### src/rtl/ldl_rr_dispatch.sv
// ldl_rr_dispatch: round-robin dispatcher from one valid/ready stream
// into REQ_WIDTH consumers through a one-entry registered output stage.
//
// Ports:
//   clk        rising-edge clock
//   rst        synchronous active-low reset
//   in_valid   producer has a word
//   in_ready   word accepted this cycle (free slot or slot draining now)
//   in_data    producer payload, sampled only on capture
//   out_ready  per-consumer ready
//   out_valid  one-hot valid toward the locked destination, 0 when idle
//   out_data   held payload, shared by all consumers
//   bin        binary index of the current or last destination
module ldl_rr_dispatch #(
  parameter int BIN_WIDTH  = 3,
  parameter int REQ_WIDTH  = 1 << BIN_WIDTH,
  parameter int DATA_WIDTH = 8
) (
  input  logic                  clk,
  input  logic                  rst,
  input  logic                  in_valid,
  output logic                  in_ready,
  input  logic [DATA_WIDTH-1:0] in_data,
  input  logic [REQ_WIDTH-1:0]  out_ready,
  output logic [REQ_WIDTH-1:0]  out_valid,
  output logic [DATA_WIDTH-1:0] out_data,
  output logic [BIN_WIDTH-1:0]  bin
);

  typedef enum logic {
    EMPTY = 1'b0,
    FULL  = 1'b1
  } state_e;

  state_e                state_q, state_d;
  logic [DATA_WIDTH-1:0] data_q, data_d;
  logic [BIN_WIDTH-1:0]  sel_q, sel_d;
  logic [BIN_WIDTH-1:0]  ptr_q, ptr_d;
  logic [REQ_WIDTH-1:0]  valid_q, valid_d;

  logic                  hs;
  logic                  cap;
  logic [BIN_WIDTH-1:0]  sel_inc;
  logic [BIN_WIDTH-1:0]  start;
  logic [BIN_WIDTH-1:0]  pick;
  logic [BIN_WIDTH-1:0]  idx;
  logic                  found;

  assign hs       = (state_q == FULL) & out_ready[sel_q];
  assign in_ready = rst & ((state_q == EMPTY) | hs);
  assign cap      = in_valid & in_ready;
  // REQ_WIDTH is a power of two, so the natural wrap is the modulo
  assign sel_inc  = sel_q + 1'b1;

  // First ready consumer at or after the start pointer; fall back to
  // start itself so a word is never refused for lack of a ready bit.
  always_comb begin
    start = hs ? sel_inc : ptr_q;
    pick  = start;
    found = 1'b0;
    idx   = '0;
    for (int k = 0; k < REQ_WIDTH; k++) begin
      idx = start + BIN_WIDTH'(k);
      if (!found && out_ready[idx]) begin
        pick  = idx;
        found = 1'b1;
      end
    end
  end

  always_comb begin
    state_d = state_q;
    data_d  = data_q;
    sel_d   = sel_q;
    ptr_d   = ptr_q;
    unique case (state_q)
      EMPTY: if (cap) state_d = FULL;
      FULL:  if (hs && !cap) state_d = EMPTY;
    endcase
    if (cap) begin
      data_d = in_data;
      sel_d  = pick;
    end
    if (hs) ptr_d = sel_inc;
    valid_d = (state_d == FULL) ? (REQ_WIDTH'(1) << sel_d) : '0;
  end

  always_ff @(posedge clk) begin
    if (!rst) begin
      state_q <= EMPTY;
      data_q  <= '0;
      sel_q   <= '0;
      ptr_q   <= '0;
      valid_q <= '0;
    end else begin
      state_q <= state_d;
      data_q  <= data_d;
      sel_q   <= sel_d;
      ptr_q   <= ptr_d;
      valid_q <= valid_d;
    end
  end

  assign out_valid = valid_q;
  assign out_data  = data_q;
  assign bin       = sel_q;

endmodule

### config.mk
export PLATFORM = sky130hd
export DESIGN_NAME = ldl_rr_dispatch
export DESIGN_NICKNAME = d
export VERILOG_FILES = /design/src/rtl/ldl_rr_dispatch.sv
export SDC_FILE = /design/constraint.sdc
export NUM_CORES = 1
export LEC_CHECK = 0
export BUFFER_PORTS_ARGS = -buffer_cell sky130_fd_sc_hd__buf_2
export CAP_MARGIN = 20
export CORE_UTILIZATION = 52
export CTS_CLUSTER_SIZE = 8
export DETAILED_ROUTE_END_ITERATION = 8
export PLACE_DENSITY_LB_ADDON = 0.15
export SLEW_MARGIN = 20
export SYNTH_ARGS = -nofsm -noshare
export SYNTH_HDL_FRONTEND = slang
export SYNTH_SLANG_ARGS = --single-unit
export TNS_END_PERCENT = 1
### constraint.sdc
create_clock -name clk -period 4.6 [get_ports clk]
set_input_delay 0.92 -clock clk [delete_from_list [all_inputs] [get_ports clk]]
set_output_delay 0.92 -clock clk [all_outputs]
set_load 0.005 [all_outputs]
==> metrics <==
Worst Tran Pin Value=700 ps; Hold-fix buffers, CTS=0; hpwl dp=5.07 mm; die width=69.2 um; Mapped Cells=298; WL per Instance=16.6 um; global route overflow=0; diode count=0; Critical Path AT=4640 ps; Worst Path Buf+Inv=4; Hold/Removal Path Class=flop to flop; Setup WS pre-CTS=-76.4 ps; All-Layer GR Usage=28.4%; TritonCTS Sinks=23; Vias=2542; kind of critical path=primary input to flop; fin crit period=4480 ps; Crit Path Max Fanout=9; CTS Buffer Depth=2; Fmax=223 MHz; Setup WS post-layout=119 ps; DRC Markers=0; Core Util, Final=64.9%; synth-to-layout area growth=20.4%; row count=24; core area=4350 um^2; top post-synthesis cells by area=dfxtp_1, nand2_1, mux2i_1; CTS Buf Count=3; maximum VDD drop=0.000407 V; Synth top area share=19.6%; r2r setup slk=210 ps; sequential area share after synthesis=19.6%; layout cells sized above 1=32.5%; Final TNS setup=0 ps; R2R Path Start=bin[0]; GPL Wtd Cong=0.962; data required time of the worst path=4760 ps; capture point of the worst reg-to-reg path=out_valid[1]; Levels on crit path=19; fraction of registers with async set/reset=0%; max incr delay on CP=400 ps; final wirelength=6.74 mm; Hold Slack=449 ps; synthesized cell area=2350 um^2; Syn Area/Cell=7.88 um^2; Max Clock Skew=1.48 ps; leak pwr=1.17 nW; die area=4790 um^2; post-synthesis sequential element count=23; FF-to-FF path depth=18; vias in the first global route=2288; cell taking the most area after synthesis=dfxtp_1; Iter 0 DRT Violations=186; critical path endpoint=out_valid[1]; CTS tree=done; period utilization=97.4%; Port Buffers=38; Max Cap Violations=0; slew margin rel.=52.8%; via/cell ratio=6.26; largest net degree at the start of global routing=21; Post-synth EDFFs=0; Hold Fails Final Rpt=0; crit end category=flop; worst path cell trace=buf_2 > mux2i_1 > a22o_1 > nor3_2 > mux2_2 > inv_2 > ha_1 > buf_4 > nor3_1 > o32ai_1 > o211ai_1 > a21oi_1 > mux2i_2 > buf_4 > o21ai_0 > a32oi_1 > xnor2_1 > mux2i_4 > and4b_1; startpoint types=primary input; 1st-pass router iterations=5; Die Ht=69.2 um; synthesized net count=320; Setup-failing EPs final=0; most used cell, CP=buf_4; slowest stage cell on the critical path=mux2_2; status=finished, final reports clean; Initial Util=53.9%; Routed Antenna Nets=0; Top Ports=39; PD cells=528 nW/um^2; clk_lat worst skew=260 ps; Clk pin slew, worst setup/hold paths=80 ps; Worst path top cell family by delay=compound AO/OA/AOI/OAI gates; first-pass GRT wire length=11.3 mm; RSZ-0062 raised after global routing=yes; Yosys Warn Count=0; Netlist cell types=68; fillers=386; Inst Count DP=400; Setup crit start=out_ready[7]; Final Non-Filler Cells=406; antenna violations before repair=0; nets@finish=377; Slew Viols, Final=0; deepest level of the CTS H-tree=1; Post-synth top flop=dfxtp_1; Clock Root Buffer=clkbuf_8
layout by cell type (no fill, tap or decap), drive strengths merged, types with 2 or more instances in the layout:
cell type / count
buf: 76
nand2: 44
dfxtp: 23
nor2: 19
nor3: 17
mux2i: 17
nand3: 13
nor2b: 8
o211ai: 8
inv: 8
o21ai: 8
a2111oi: 7
and2: 6
a32oi: 6
nand2b: 6
a21oi: 6
a31oi: 6
a311oi: 6
o32ai: 6
a22oi: 6
nand4: 5
a22o: 4
nand3b: 4
o21a: 4
mux2: 3
and4: 3
o22ai: 3
nor4b: 3
and4b: 3
ha: 3
clkbuf: 3
or2: 3
nor4: 2
xnor2: 2
a211o: 2
or3: 2
repair_timing:
item                       4_1_cts  5_1_grt
buffers inserted                 0        2
resized for setup                0        3
setup endpoints to repair        0        8
registers in the layout, summed over array words and instances, names as in the netlist:
| name | count |
|---|---|
| out_data | 8 |
| out_valid | 8 |
| bin | 3 |
| ptr_q | 3 |
| state_q | 1 |
area by class of cell:
class / count / area, um^2 / area share [%]
inverter: 8 / 30.0 / 1.06
sequential: 23 / 460 / 16.3
timing repair buffer: 76 / 475 / 16.8
clock inverter: 1 / 5.00 / 0.177
multi-input combinational: 243 / 1750 / 61.9
clock buffer: 3 / 41.3 / 1.46
tap: 52 / 65.1 / 2.30
worst min-delay path by stage:
stage | from | end | slack [ps] | depth (start not counted)
after floorplan | out_data[0] | out_data[0] | 450 | 2
after global placement | out_data[4] | out_data[4] | 440 | 2
after detailed placement | out_data[3] | out_data[3] | 440 | 2
after CTS | out_data[5] | out_data[5] | 450 | 2
after global routing | out_data[2] | out_data[2] | 480 | 2
final | out_data[5] | out_data[5] | 450 | 2
routing by layer:
layer,global-route usage (%),vias up,share of wire [%]
met5,0,-,0
met4,4.31,0,1.6
met3,4.94,12,7.1
met2,44.4,112,44
met1,41.6,1166,47
li1,-,1252,-
tightest hold or removal path, delay by kind of cell (launching register included):
kind,cells,cell delay (ps)
simple gates,2,100
flops,1,310
through the flow:
| stage | instance area, um^2 | total power [mW] |
|---|---|---|
| after floorplan | 2350 | 1.01 |
| after global placement | 2750 | 1.30 |
| after detailed placement | 2750 | 1.31 |
| after CTS | 2800 | 1.44 |
| after global routing | 2830 | 1.60 |
| final | 2830 | 1.49 |
kinds of logic (layout without fill, tap and decap cells):
| logic type | count (synthesis) | in the layout | share of synthesized area, % |
|---|---|---|---|
| buffers and inverters | 32 | 88 | 6.39 |
| AO/OA/AOI/OAI | 79 | 79 | 30.5 |
| multiplexers | 20 | 20 | 9.70 |
| flip-flops | 23 | 23 | 19.6 |
| AND/OR/NAND/NOR | 139 | 139 | 31.5 |
| XOR/XNOR | 2 | 2 | 0.746 |
| adder cells (fa/ha/maj) | 3 | 3 | 1.60 |
synth_stat cells, drive strengths merged (7+ instances only):
| cell type | count |
|---|---|
| a2111oi | 7 |
| mux2i | 17 |
| nor2 | 19 |
| dfxtp | 23 |
| buf | 11 |
| nand3 | 13 |
| inv | 8 |
| nand2 | 44 |
| nor2b | 8 |
| o21ai | 8 |
| clkbuf | 13 |
| nor3 | 17 |
| o211ai | 8 |
power by group:
group | internal, mW | switching, mW | leakage, nW
logic | 0.478 | 0.635 | 0.953
registers | 0.226 | 0.0318 | 0.188
clock network | 0.0604 | 0.0624 | 0.0255
(Power assumes the default switching activity.)
